==> src/rtl/risc_pkg.sv <==
// ---------------------------------------------------------------------------
// risc_pkg : constants shared by the RISC datapath selector blocks
// Rev 1.0
// ---------------------------------------------------------------------------
`default_nettype none

package risc_pkg;

  localparam logic MODE_FIXED = 1'b0;
  localparam logic MODE_RR    = 1'b1;
  localparam int   RISC_WIDTH = 16;

endpackage

`default_nettype wire

==> src/rtl/risc_rr_arbiter.sv <==
// ---------------------------------------------------------------------------
// risc_rr_arbiter : round-robin grant search with an owned rotation pointer
// Rev 1.0
// ---------------------------------------------------------------------------
`default_nettype none

module risc_rr_arbiter
  import risc_pkg::*;
#(
  parameter  int NUM_IN = 4,
  localparam int SEL_W  = $clog2(NUM_IN)
) (
  input  logic              clk,
  input  logic              rst_n,
  input  logic [NUM_IN-1:0] req_i,
  input  logic              advance_i,
  output logic [NUM_IN-1:0] grant_o,
  output logic [SEL_W-1:0]  grant_idx_o,
  output logic              any_grant_o
);

  logic [SEL_W-1:0] ptr_q;
  logic [SEL_W-1:0] ptr_d;

  // Search starts at ptr and wraps, so the first hit is the fairest candidate.
  always_comb begin
    logic             found;
    logic [SEL_W-1:0] idx;
    int               j;
    found       = 1'b0;
    idx         = '0;
    j           = 0;
    grant_o     = '0;
    grant_idx_o = '0;
    for (int k = 0; k < NUM_IN; k++) begin
      j = int'(ptr_q) + k;
      if (j >= NUM_IN) j = j - NUM_IN;
      idx = SEL_W'(j);
      if (!found && req_i[idx]) begin
        found        = 1'b1;
        grant_o[idx] = 1'b1;
        grant_idx_o  = idx;
      end
    end
    any_grant_o = found;
  end

  always_comb begin
    ptr_d = ptr_q;
    if (advance_i) begin
      ptr_d = (grant_idx_o == SEL_W'(NUM_IN - 1)) ? '0 : grant_idx_o + SEL_W'(1);
    end
  end

  always_ff @(posedge clk or negedge rst_n) begin
    if (!rst_n) begin
      ptr_q <= '0;
    end else begin
      ptr_q <= ptr_d;
    end
  end

endmodule

`default_nettype wire

==> src/rtl/risc_nto1_select_reg.sv <==
// ---------------------------------------------------------------------------
// risc_nto1_select_reg : registered N:1 selector, fixed or round-robin grant
// Rev 1.0
// ---------------------------------------------------------------------------
`default_nettype none

module risc_nto1_select_reg
  import risc_pkg::*;
#(
  parameter  int WIDTH  = RISC_WIDTH,
  parameter  int NUM_IN = 4,
  localparam int SEL_W  = $clog2(NUM_IN)
) (
  input  logic                    clk,
  input  logic                    rst_n,
  input  logic [NUM_IN*WIDTH-1:0] in_data,
  input  logic [NUM_IN-1:0]       in_valid,
  output logic [NUM_IN-1:0]       in_ready,
  input  logic                    mode,
  input  logic [SEL_W-1:0]        sel,
  output logic [WIDTH-1:0]        out_data,
  output logic [SEL_W-1:0]        out_src,
  output logic                    out_valid,
  input  logic                    out_ready
);

  logic              out_valid_q, out_valid_d;
  logic [WIDTH-1:0]  out_data_q,  out_data_d;
  logic [SEL_W-1:0]  out_src_q,   out_src_d;

  logic              can_load;
  logic              transfer;
  logic              grant_any;
  logic [SEL_W-1:0]  grant_idx;
  logic [NUM_IN-1:0] grant_oh;
  logic [NUM_IN-1:0] fix_grant;
  logic [NUM_IN-1:0] rr_grant;
  logic [SEL_W-1:0]  rr_idx;
  logic              rr_any;
  logic [WIDTH-1:0]  mux_data;

  risc_rr_arbiter #(
    .NUM_IN (NUM_IN)
  ) u_arb (
    .clk         (clk),
    .rst_n       (rst_n),
    .req_i       (in_valid),
    .advance_i   (transfer && (mode == MODE_RR)),
    .grant_o     (rr_grant),
    .grant_idx_o (rr_idx),
    .any_grant_o (rr_any)
  );

  // An out-of-range sel matches no channel, leaving the fixed grant empty.
  always_comb begin
    fix_grant = '0;
    for (int i = 0; i < NUM_IN; i++) begin
      fix_grant[i] = (sel == SEL_W'(i));
    end
  end

  assign can_load  = !out_valid_q || out_ready;
  assign grant_any = (mode == MODE_RR) ? rr_any   : (|fix_grant);
  assign grant_oh  = (mode == MODE_RR) ? rr_grant : fix_grant;
  assign grant_idx = (mode == MODE_RR) ? rr_idx   : sel;
  assign in_ready  = (grant_any && can_load) ? grant_oh : '0;
  assign transfer  = |(in_valid & in_ready);

  always_comb begin
    mux_data = '0;
    for (int i = 0; i < NUM_IN; i++) begin
      if (grant_idx == SEL_W'(i)) mux_data = in_data[i*WIDTH +: WIDTH];
    end
  end

  always_comb begin
    out_valid_d = out_valid_q;
    out_data_d  = out_data_q;
    out_src_d   = out_src_q;
    if (transfer) begin
      out_valid_d = 1'b1;
      out_data_d  = mux_data;
      out_src_d   = grant_idx;
    end else if (out_ready) begin
      out_valid_d = 1'b0;
    end
  end

  always_ff @(posedge clk or negedge rst_n) begin
    if (!rst_n) begin
      out_valid_q <= 1'b0;
      out_data_q  <= '0;
      out_src_q   <= '0;
    end else begin
      out_valid_q <= out_valid_d;
      out_data_q  <= out_data_d;
      out_src_q   <= out_src_d;
    end
  end

  assign out_valid = out_valid_q;
  assign out_data  = out_data_q;
  assign out_src   = out_src_q;

endmodule

`default_nettype wire
==> config.mk <==
export PLATFORM = sky130hd
export DESIGN_NAME = risc_nto1_select_reg
export DESIGN_NICKNAME = d
export VERILOG_FILES = /design/src/rtl/risc_pkg.sv /design/src/rtl/risc_rr_arbiter.sv /design/src/rtl/risc_nto1_select_reg.sv
export SDC_FILE = /design/constraint.sdc
export NUM_CORES = 1
export LEC_CHECK = 0
export CAP_MARGIN = 20
export CORE_MARGIN = 2
export CORE_UTILIZATION = 42
export CTS_CLUSTER_SIZE = 20
export DETAILED_ROUTE_END_ITERATION = 16
export HOLD_SLACK_MARGIN = 0.06
export PLACE_DENSITY = 0.93
export SETUP_SLACK_MARGIN = 0.1
export SKIP_CTS_REPAIR_TIMING = 1
export SLEW_MARGIN = 20
export SYNTH_ARGS = -nofsm -noshare
export SYNTH_HDL_FRONTEND = slang
export SYNTH_SLANG_ARGS = --single-unit
==> constraint.sdc <==
create_clock -name clk -period 4 [get_ports clk]
set_clock_uncertainty 0.1 [all_clocks]
set_input_delay 0.4 -clock clk [delete_from_list [all_inputs] [get_ports clk]]
set_output_delay 0.4 -clock clk [all_outputs]
set_load 0.005 [all_outputs]
==> flow_metrics.tcl <==
set metrics [dict create \
    wl_um 6200 \
    ant_nets 0 \
    synth_top_area_share 0.253 \
    finalCriticalPeriod_ns 3.44 \
    ys_dominant_reg_cell "dfrtp_1" \
    grt_usage 0.213 \
    multi_input_area_um2 1410 \
    tightest_slew_ns 0.926 \
    rows 25 \
    die_x_um 74.4 \
    fin_setup_tns_ns 0 \
    maxCapViolCount 0 \
    ys_async_sr_fraction 1.00 \
    power_density_nw_per_um2 616 \
    wl_per_cell_um 16.7 \
    die_h_um 74.4 \
    final_cell_mix "clkdlybuf4s50_1 (96), mux2i_1 (34), nand2_1 (25)" \
    place_hpwl_um 4920 \
    globalRouteOverflowTotal 0 \
    synth_enable_flop_cells 0 \
    clk_pin_slew_ns 0.07 \
    worst_slack_ns 0.556 \
    comb_power_share 0.731 \
    grt_pass1_vias 1838 \
    start_util 0.438 \
    p_sw_frac 0.420 \
    relSlewSlack 0.381 \
    setup_violations 0 \
    area_delta_synth_final_pct 49.7 \
    required_ns 3.50 \
    worstPathMaxFanout 12 \
    p_leak_nw 1.32 \
    critPathCaptureType "primary output" \
    critical_path_class "input port to primary output" \
    report.final.slew_viol_count 0 \
    coreArea_um2 4750 \
    firstDrtPassIters 5 \
    synth_compound_area_frac 0.203 \
    startpoint_type "input port" \
    drive_gt1_frac 0.145 \
    htree_levels 1 \
    synth_mux_area_frac 0.315 \
    grt_pass1_wl_um 9100 \
    synth_cells 212 \
    die-area_um2 5530 \
    fmax_mhz 290 \
    yosys.area_share.xor_xnor 0.00421 \
    antenna_cells 0 \
    via_count 2002 \
    drt-initial-drc-count 91 \
    cts_sinks 21 \
    cts-buffers-inserted 3 \
    avgSynthCellArea_um2 9.81 \
    root_buffer "clkbuf_8" \
    synthesis.area_um2 2080 \
    seq_area_frac_synth 0.253 \
    gp_congestion 0.945 \
    synth_cell_types 48 \
    synth_top_family_by_area "multiplexers" \
    utilization 0.655 \
    cts_tree "done" \
    place_ws_ns 0.424 \
    final_nets 386 \
    status "finished clean" \
    clkPwrFrac 0.071 \
    arrival_ns 2.94 \
    netSwitchingPower_uw 806 \
    synth_seq_cells 21 \
    synth-adder-area-share 0.0421 \
    fillCellCount 384 \
    yosys.area.top_type "dfrtp_1" \
    layout_commonest_cell "clkdlybuf4s50_1" \
    antenna_found_initial 0 \
    final-seq-area_um2 526 \
    synth_nets 293 \
    whs_ns 0.381 \
    io_buffers 96 \
    grt_max_degree 34 \
    clkLatencyLatePin_ns 0.26 \
    routed_via_density 5.40 \
    hold_viol 0 \
    rsz0062_at_grt "no" \
    p_int_mw 1.11 \
    power_mw 1.92 \
    ys_top_cells_by_area "dfrtp_1 (25%), mux2i_1 (16%), mux2_2 (12%)" \
    hp-class "flip-flop to flip-flop" \
    ios 97 \
    cts_buffer_depth 2 \
    yosys_warnings 0 \
    fin_crit_sh 0.861 \
    post-route-drc-count 0 \
    ir_drop_uv 312 \
    yosys.area_share.simple 0.115 \
    p_seq_frac 0.198 \
]
-- worst paths after layout --
check | from | slack, ns | end | depth (start not counted)
min in group asynchronous | rst_n | 0.56 | out_data[8] | 1
hold / removal | out_data[0] | 0.38 | out_data[0] | 2
setup reg to reg | u_arb.ptr_q[1] | 0.67 | out_data[6] | 9
setup / recovery | in_valid[0] | 0.56 | in_ready[1] | 6
hold reg to reg | out_data[0] | 0.38 | out_data[0] | 2
max in group asynchronous | rst_n | 2.67 | async pin | 1
-- critical path, stage by stage --
cell and delay, ns:
clkdlybuf4s50_1 0.58, mux4_2 0.65, or2_4 0.32, o31ai_4 0.31, o21ba_4 0.21, clkdlybuf4s50_1 0.47
-- routing by layer --
| metal | GRT usage | up-vias | wire [um] |
|---|---|---|---|
| li1 | - | 972 | - |
| met1 | 0.267 | 928 | 2410 |
| met2 | 0.386 | 94 | 3200 |
| met3 | 0.0244 | 8 | 481 |
| met4 | 0.0536 | 0 | 106 |
| met5 | 0 | - | 0 |
-- synthesized netlist by cell type, types with 4 or more instances --
| cell type | number |
|---|---|
| nand2_1 | 25 |
| mux2_2 | 22 |
| nand3b_1 | 5 |
| dfrtp_1 | 21 |
| ha_1 | 7 |
| mux2i_1 | 34 |
| buf_6 | 4 |
| clkbuf_1 | 6 |
| a21oi_1 | 4 |
| inv_1 | 8 |
| o21ai_2 | 5 |
| o21ai_0 | 17 |
| nor2_1 | 5 |
-- area by class of cell --
type	instances	share of cell area
inverters	8	0.00964
multi-input cells	169	0.453
well taps	67	0.0269
clock buffers	4	0.0145
flip-flops and latches	21	0.169
repair buffers	102	0.327
-- cells by family after synthesis --
family | count (synthesis)
flops | 21
mux | 59
xor+xnor | 1
fa+ha+maj | 7
buf+inv | 22
compound gates | 53
simple gates | 49
-- registers in the layout (all words and copies together) (netlist names), named ones only --
name and flops:
out_data 16, out_src 2, out_valid 1, u_arb.ptr_q 1
-- power by group through the flow --
stage / combinational (mW) / clock (mW) / sequential [mW]
2_1_floorplan: 0.916 / 0 / 0.395
3_3_place_gp: 1.35 / 0 / 0.375
3_5_place_dp: 1.39 / 0 / 0.382
4_1_cts: 1.40 / 0.140 / 0.379
5_1_grt: 1.52 / 0.151 / 0.391
6_report: 1.40 / 0.136 / 0.379
-- stage by stage --
step | std cells | instance area [um^2]
after global routing | 371 | 3120
after global placement | 367 | 3070
final | 371 | 3120
after detailed placement | 367 | 3070
after CTS | 371 | 3120
after floorplan | 212 | 2080
Power figures use the tool's default switching activity.
==> RTL change, RTL diff (same settings) <==
`RISC_WIDTH`: 16 -> 32.
--- a/src/rtl/risc_pkg.sv
+++ b/src/rtl/risc_pkg.sv
@@ -8,7 +8,7 @@
 
   localparam logic MODE_FIXED = 1'b0;
   localparam logic MODE_RR    = 1'b1;
-  localparam int   RISC_WIDTH = 16;
+  localparam int   RISC_WIDTH = 32;
 
 endpackage
 
Interface: changed (resized in_data and out_data); port bits go from 97 to 177. No check against the original RTL was run, so the function may have changed too.
==> RTL change against the original RTL <==
  * Area after synthesis increased by 51%
  * Register-to-register slack got worse by 0.13 ns
  * Final area up 63%
  * Worst setup slack got worse by 0.17 ns
  * Synthesized cell count grew 6.6%
  * Via count up 36%
  * Sequential power up 84%
  * Wire length increased by 75%
  * Total power up 75%
  * Sequential cell count increased by 16
  * Global-route usage rose by 5.2 points
  * Utilization increased by 4.3 points
==> RTL change: results (changes against the original RTL) <==
firstDrtPassIters: 4  # was 5
intPower_uw: 2160  # was 1110 uW
port_buffers: 176  # was 96
cp-start-kind: "flop"  # was input pin
pre_cts_ws_ns: 0.269  # was 0.424 ns
grt_use_total_pct: 26.5  # was 21.3%
grt_use_met1_pct: 30.3  # was 26.7%
wl_met1_microns: 4040  # was 2410 microns
leakage_uw: 0.00200  # was 0.00132 uW
grt_max_degree: 41  # was 34
ff2ff_path_depth: 10  # was 9
dr.first_iter.drc_count: 113  # was 91
largest_reg_flops: 32  # was 16
slowest_delay_ns: 0.51  # was 0.65 ns
path_max_fanout: 11  # was 12
clkPwrFrac_pct: 9.9  # was 7.1%
htreeDepth: 2  # was 1
yosysSeqAreaShare_pct: 29.5  # was 25.3%
arrival_ns: 3.11  # was 2.94 ns
synth_compound_area_share_pct: 8.33  # was 20.3%
status: "completed"  # unchanged
first_global_vias: 2919  # was 1,838
p_seq_uw: 698  # was 379 uW
wl_per_cell_microns: 21.9  # was 16.7 microns
synth_cell_types: 50  # was 48
synthXorXnorAreaFrac_pct: 0.279  # was 0.421%
clk_latency_ns: 0.28  # was 0.26 ns
wl_met3_microns: 832  # was 481 microns
r2r-end: "out_data[25]"  # was out_data[6]
clock.fmax_ghz: 0.277  # was 0.290 GHz
dpl.hpwl_microns: 8690  # was 4920 microns
cts_buffers: 5  # was 3
fin_nets: 539  # was 386
gr-usage-met3_pct: 7.51  # was 2.44%
RTL change: cell types whose count changed in the layout (fill, tap and decap cells not counted), moves of 16 or more:
cell,unedited run,this run
clkdlybuf4s50_1,96,175
dfrtp_1,21,37
mux2_2,22,3
mux2_4,0,27
mux2i_1,34,3
mux4_2,3,29
nand2_1,25,9
RTL change: cell families after synthesis:
group	after synthesis
mux	75
compound gates	33
xor+xnor	1
buf+inv	28
fa+ha+maj	7
simple gates	45
flops	37
RTL change: worst max-delay path by stage:
stage / endpoint
6_report: in_ready[0]
5_1_grt: in_ready[0]
4_1_cts: in_ready[2]
3_5_place_dp: out_data[25]
3_3_place_gp: out_data[29]
2_1_floorplan: out_data[2]
RTL change: cell type report:
class / count / area (sq um)
Clock inverter: 1 / 30.0
Inverter: 7 / 26.3
Tap cell: 99 / 124
Fill cell: 500 / 2190
Clock buffer: 7 / 86.3
Sequential cell: 37 / 926
Timing Repair Buffer: 182 / 1840
Multi-Input combinational cell: 161 / 2040
